### config.mk
export PLATFORM = sky130hd
export DESIGN_NAME = lsu_r32i
export DESIGN_NICKNAME = d
export VERILOG_FILES = /design/src/rtl/lsu_pkg_r32i.sv /design/src/rtl/lsu_align_r32i.sv /design/src/rtl/lsu_r32i.sv
export SDC_FILE = /design/constraint.sdc
export NUM_CORES = 1
export LEC_CHECK = 0
export ABC_AREA = 1
export CAP_MARGIN = 40
export CELL_PAD_IN_SITES_DETAIL_PLACEMENT = 1
export CELL_PAD_IN_SITES_GLOBAL_PLACEMENT = 2
export CORE_MARGIN = 4
export CORE_UTILIZATION = 29
export DETAILED_ROUTE_END_ITERATION = 8
export PLACE_DENSITY = 0.84
export SYNTH_ARGS = -nofsm -noshare
export SYNTH_HDL_FRONTEND = slang
export SYNTH_SLANG_ARGS = --single-unit
### constraint.sdc
create_clock -name clock -period 5.05 [get_ports clock]
set_clock_uncertainty 0.05 [all_clocks]
set_input_delay 1.01 -clock clock [delete_from_list [all_inputs] [get_ports clock]]
set_output_delay 1.01 -clock clock [all_outputs]
set_load 0.01 [all_outputs]
### src/rtl/lsu_pkg_r32i.sv
// Shared types and helpers for the RV32I load/store unit: FSM states,
// funct3 encodings and legality/alignment classification.
package lsu_pkg_r32i;

    typedef enum logic [2:0] {
        IDLE  = 3'd0,
        READ  = 3'd1,
        WRITE = 3'd2,
        DONE  = 3'd3,
        FAULT = 3'd4
    } lsuState_t;

    localparam logic [2:0] F3_B  = 3'b000;
    localparam logic [2:0] F3_H  = 3'b001;
    localparam logic [2:0] F3_W  = 3'b010;
    localparam logic [2:0] F3_BU = 3'b100;
    localparam logic [2:0] F3_HU = 3'b101;

    // Stores have no unsigned variants, so only B/H/W are legal for them.
    function automatic logic funct3Legal(input logic [2:0] f3, input logic isWrite);
        if (isWrite) begin
            return (f3 == F3_B) || (f3 == F3_H) || (f3 == F3_W);
        end
        return (f3 == F3_B) || (f3 == F3_H) || (f3 == F3_W) ||
               (f3 == F3_BU) || (f3 == F3_HU);
    endfunction

    function automatic logic misaligned(input logic [2:0] f3, input logic [1:0] addrLo);
        case (f3[1:0])
            2'b01:   return addrLo[0];
            2'b10:   return addrLo != 2'b00;
            default: return 1'b0;
        endcase
    endfunction

endpackage

### src/rtl/lsu_align_r32i.sv
// Combinational lane logic: extracts/extends a loaded byte or halfword and
// merges a sub-word store into the previously read RAM word.
module lsu_align_r32i
    import lsu_pkg_r32i::*;
#(
    parameter int dataW = 32
) (
    input  logic [dataW-1:0] rdWord,
    input  logic [dataW-1:0] oldWord,
    input  logic [dataW-1:0] storeData,
    input  logic [1:0]       byteOff,
    input  logic [2:0]       funct3,
    output logic [dataW-1:0] loadVal,
    output logic [dataW-1:0] mergeWord
);

    function automatic logic [dataW-1:0] loadExtract(input logic [dataW-1:0] word,
                                                     input logic [1:0] off,
                                                     input logic [2:0] f3);
        logic [7:0]  b;
        logic [15:0] h;
        b = word[{off, 3'b000} +: 8];
        h = off[1] ? word[31:16] : word[15:0];
        case (f3)
            F3_B:    return {{(dataW-8){b[7]}}, b};
            F3_BU:   return {{(dataW-8){1'b0}}, b};
            F3_H:    return {{(dataW-16){h[15]}}, h};
            F3_HU:   return {{(dataW-16){1'b0}}, h};
            default: return word;
        endcase
    endfunction

    function automatic logic [dataW-1:0] storeMerge(input logic [dataW-1:0] old,
                                                    input logic [dataW-1:0] sd,
                                                    input logic [1:0] off,
                                                    input logic [2:0] f3);
        logic [dataW-1:0] r;
        r = old;
        case (f3)
            F3_B: r[{off, 3'b000} +: 8] = sd[7:0];
            F3_H: begin
                if (off[1]) r[31:16] = sd[15:0];
                else        r[15:0]  = sd[15:0];
            end
            default: r = sd;
        endcase
        return r;
    endfunction

    assign loadVal   = loadExtract(rdWord, byteOff, funct3);
    assign mergeWord = storeMerge(oldWord, storeData, byteOff, funct3);

endmodule

### src/rtl/lsu_r32i.sv
// RV32I load/store unit: arbitrates for the shared RAM port, performs
// sub-word stores by read-modify-write, and flags misaligned/illegal accesses.
module lsu_r32i
    import lsu_pkg_r32i::*;
#(
    parameter int dataW       = 32,
    parameter int RAMAddrSize = 16
) (
    input  logic                   clock,
    input  logic                   reset,
    input  logic                   MemReq,
    input  logic                   MemWrite,
    input  logic [2:0]             Funct3,
    input  logic [dataW-1:0]       EffAddr,
    input  logic [dataW-1:0]       StoreData,
    input  logic                   RAMGrant,
    input  logic [dataW-1:0]       RAMIn,
    output logic                   RAMReq,
    output logic [RAMAddrSize-1:0] RAMAddr,
    output logic                   RAMWriteControl,
    output logic [dataW-1:0]       RAMDataOut,
    output logic [dataW-1:0]       LoadData,
    output logic                   LSUStall,
    output logic                   LSUDone,
    output logic                   MisalignFault,
    output logic [2:0]             dbgState
);

    lsuState_t               state, nextState;
    logic [RAMAddrSize-1:0]  addrQ;
    logic [dataW-1:0]        storeQ;
    logic [dataW-1:0]        oldWordQ;
    logic [2:0]              funct3Q;
    logic                    writeQ;
    logic [dataW-1:0]        loadVal;
    logic [dataW-1:0]        mergeWord;
    logic [RAMAddrSize-1:0]  wordAddr;
    logic                    accept;

    // Address bits above the RAM range are dropped without a fault.
    logic addrUnused;
    assign addrUnused = ^EffAddr[dataW-1:RAMAddrSize];

    assign accept   = (state == IDLE) && MemReq;
    assign wordAddr = {addrQ[RAMAddrSize-1:2], 2'b00};
    assign dbgState = state;

    lsu_align_r32i #(.dataW(dataW)) u_align (
        .rdWord    (RAMIn),
        .oldWord   (oldWordQ),
        .storeData (storeQ),
        .byteOff   (addrQ[1:0]),
        .funct3    (funct3Q),
        .loadVal   (loadVal),
        .mergeWord (mergeWord)
    );

    always_ff @(posedge clock or negedge reset) begin
        if (!reset) begin
            state    <= IDLE;
            addrQ    <= '0;
            storeQ   <= '0;
            oldWordQ <= '0;
            funct3Q  <= '0;
            writeQ   <= 1'b0;
            LoadData <= '0;
        end else begin
            state <= nextState;
            if (accept) begin
                addrQ   <= EffAddr[RAMAddrSize-1:0];
                storeQ  <= StoreData;
                funct3Q <= Funct3;
                writeQ  <= MemWrite;
            end
            if (state == READ && RAMGrant) begin
                if (writeQ) oldWordQ <= RAMIn;
                else        LoadData <= loadVal;
            end
        end
    end

    always_comb begin
        nextState       = state;
        RAMReq          = 1'b0;
        RAMAddr         = '0;
        RAMWriteControl = 1'b0;
        RAMDataOut      = '0;
        LSUStall        = 1'b0;
        LSUDone         = 1'b0;
        MisalignFault   = 1'b0;
        case (state)
            IDLE: begin
                if (MemReq) begin
                    LSUStall = 1'b1;
                    if (!funct3Legal(Funct3, MemWrite) || misaligned(Funct3, EffAddr[1:0]))
                        nextState = FAULT;
                    else if (MemWrite && Funct3 == F3_W)
                        nextState = WRITE;
                    else
                        nextState = READ;
                end
            end
            READ: begin
                RAMReq   = 1'b1;
                RAMAddr  = wordAddr;
                LSUStall = 1'b1;
                if (RAMGrant) nextState = writeQ ? WRITE : DONE;
            end
            WRITE: begin
                RAMReq          = 1'b1;
                RAMAddr         = wordAddr;
                RAMDataOut      = mergeWord;
                RAMWriteControl = RAMGrant;
                LSUStall        = 1'b1;
                if (RAMGrant) nextState = DONE;
            end
            DONE: begin
                LSUDone   = 1'b1;
                nextState = IDLE;
            end
            FAULT: begin
                MisalignFault = 1'b1;
                nextState     = IDLE;
            end
            default: nextState = IDLE;
        endcase
    end

endmodule

==> run metrics <==
register area=2980 µm²; Final setup viols=0; Post-Synth XOR/XNOR Area=0; Final ANT Viol Nets=0; final max-slew violation count=0; routed vias=7,347; core footprint=24,500 µm²; Util after Layout=0.403; leakage=5.03 nW; Synth warnings=0; Hold WC Path Type=register to register; max-cap violation count=0; cell taking the most area after synthesis=dfrtp_1; GRT overflow=0; CTS H-tree depth=4; Starting DRT DRC Count=between 400 and 500; post-CTS sizing=0; P_int=0.00371 W; CP arrival=~3100 ps; Syn Area/Cell=6.89 µm²; simple-gate share of the synthesized area=0.370; post-synthesis compound-gate area fraction=0.0924; CTS Root Cell=clkbuf_16; WL final=27,000 µm; Worst-Skew Late Latency=440 ps; status=completed; detailed placement HPWL=19,500 µm; Cells after Synth=1,062; register share of total power=0.280; initial antenna violation count=0; DRT Pass-1 Iters=6; largest family of logic cells by synthesized area=simple AND/OR/NAND/NOR gates; Starting Density=0.298; Worst R2R Setup Slack=2450 ps; DR top layer=met4; Num CTS Buffers=17; CTS Buffer Depth=2; Yosys top cell area share=0.407; sequential fraction of the synthesis area=0.407; Clk network pwr share=0.220; setup_tns=0 ps; Tightest Pin Transition=842 ps; met2 WL=13,100 µm; Distinct cells, synth=35; top area cells in the synthesized netlist=dfrtp_1 41%, nand2_1 18%, nand3_1 8.6%, inv_1 6.5%, nor2_1 4.5%; final worst-path cycle share=0.826; Buffers on Ports=between 150 and 200; fmax=0.240 GHz; Layout area overhead=35.3%; Pwr Density=669 nW/µm²; Final Hold Violating Endpoints=0; Sw Ratio=0.440; RSZ-0062 raised after global routing=false; Die X=167 µm; Crit Path Class=register to primary output; WL met1=12,300 µm; clock sink count=119; Worst Setup SP=funct3Q[0]$_DFFE_PN0P_; CTS Hold Buffers Added=0; placed cells=approximately 1,500; Sw Pwr=just under 0.003 W; Final Non-Filler Cells=1,547; IO Pins=roughly 190; met3 WL post-DR=1230 µm; Startpoint Class=register; multi-input logic area=3490 µm²; Rows=57; ANT cells=0; drt drc=0; share of cells above drive strength 1=0.0785; Die H=approximately 170 µm; CP Capture Type=primary output; Final nets=1,322; largest fanout on the critical path=20; Die ar.=27,800 µm²; post-synthesis cell area=approximately 7300 µm²; CTS tree=done; Worst-path clk slew=60 ps; All-Layer GR Usage=0.194; wire per inst=17.5 µm; hold path start=storeQ[18]$_DFFE_PN0P_; vias per cell=4.75; setup bufs post-CTS=0; number of global-route vias before repair=7,615; worst IR drop on VDD=0.000232 V; minimum clock period=4170 ps; mux share of post-synthesis cell area=0; worst r2r src=funct3Q[0]$_DFFE_PN0P_; fillcell total=around 3,100; first-pass GRT wire length=42,800 µm; Synth Area in Adders=0.0137; GPL Wtd Cong=0.833; post-synthesis register bit count=between 100 and 150; pin count of the biggest net entering global routing=74; required time of the worst setup path=around 4000 ps; Comb pwr share=0.501; Rel. slew slack=0.439
## per-stage QoR
| step | worst slack (ps) | hold WS (ps) | area [µm²] | total power, W |
|---|---|---|---|---|
| 2_1_floorplan | 2230 | 387 | 7320 | 0.00382 |
| 3_3_place_gp | 1380 | 399 | 9210 | 0.00515 |
| 3_5_place_dp | 1380 | 404 | 9210 | 0.00521 |
| 4_1_cts | 890 | 418 | 9900 | 0.00672 |
| 5_1_grt | 707 | 437 | 9900 | 0.00717 |
| 6_report | 879 | 414 | 9900 | 0.00663 |
## worst max-delay path, cell delays in order, from the launching register on
cell and delay (ps):
dfrtp_1 610, buf_4 330, nor2_4 520, inv_2 190, a21oi_1 180, nor2_1 60, nor2_1 190, clkdlybuf4s50_1 580
## power by group through the flow
stage                     Clock (W)  Sequential [W]  Combinational [W]
after floorplan                   0         0.00173            0.00209
after global placement            0         0.00186            0.00329
after detailed placement          0         0.00187            0.00334
after CTS                   0.00149         0.00186            0.00337
after global routing        0.00152         0.00191            0.00374
final                       0.00145         0.00185            0.00332
## synth_stat cells (all sizes together)
cell and instances:
o21ai 56, inv 138, nor3 4, ha 8
o21bai 4, buf 42, nor2 93, a21oi 45
nand3 129, nand2 366, dfrtp 119, or2 16
nand4 12, clkbuf 14, a21boi 1, conb 1
a31oi 14
## cells in the final DEF, fill, tap and decap left out, types with 6 or more instances in the layout
cell and n:
a21oi_1 36, ha_1 8, clkbuf_16 17, dfrtp_1 119, o21ai_0 18, a21oi_2 9, nand2_2 12, inv_2 10
clkdlybuf4s50_1 172, nor2_1 88, buf_4 12, o21ai_1 37, bufinv_16 6, nand3_1 125, nand4_1 11, inv_1 127
nand2_1 349, a31oi_1 14, or2_1 11
## routing by layer
| metal | up-vias | track usage |
|---|---|---|
| met2 | 153 | 0.323 |
| met3 | 27 | 0.0429 |
| li1 | 3609 | - |
| met4 | 0 | 0.0523 |
| met1 | 3558 | 0.255 |
| met5 | - | 0 |
## registers in the layout (all words and copies together) (netlist names)
register and cells:
LoadData 32, addrQ 16, dbgState 3, funct3Q 3
oldWordQ 32, storeQ 32, writeQ 1
## worst paths after layout
check	endpoint	depth (start not counted)
worst max register to register	LoadData[20]$_DFFE_PN0P_	6
max in group asynchronous	storeQ[7]$_DFFE_PN0P_	2
worst max-delay path	RAMDataOut[18]	7
worst min-delay path	storeQ[18]$_DFFE_PN0P_	2
min in group asynchronous	addrQ[5]$_DFFE_PN0P_	1
worst min register to register	storeQ[18]$_DFFE_PN0P_	2
## cell families (layout without fill, tap and decap cells)
| group | Yosys count | in the layout |
|---|---|---|
| buffers and inverters | 194 | 354 |
| other | 1 | 2 |
| AO/OA/AOI/OAI | 120 | 120 |
| flip-flops | 119 | 119 |
| AND/OR/NAND/NOR | 620 | 620 |
| adder cells (fa/ha/maj) | 8 | 8 |
## area by class of cell
| class | instances | area share |
|---|---|---|
| Timing Repair Buffer | 184 | 0.183 |
| Clock inverter | 11 | 0.0220 |
| Inverter | 138 | 0.0526 |
| Tap cell | 324 | 0.0410 |
| Clock buffer | 21 | 0.0475 |
| Multi-Input combinational cell | 750 | 0.353 |
| Sequential cell | 119 | 0.301 |
No activity file was read; power rests on OpenSTA's default activity.
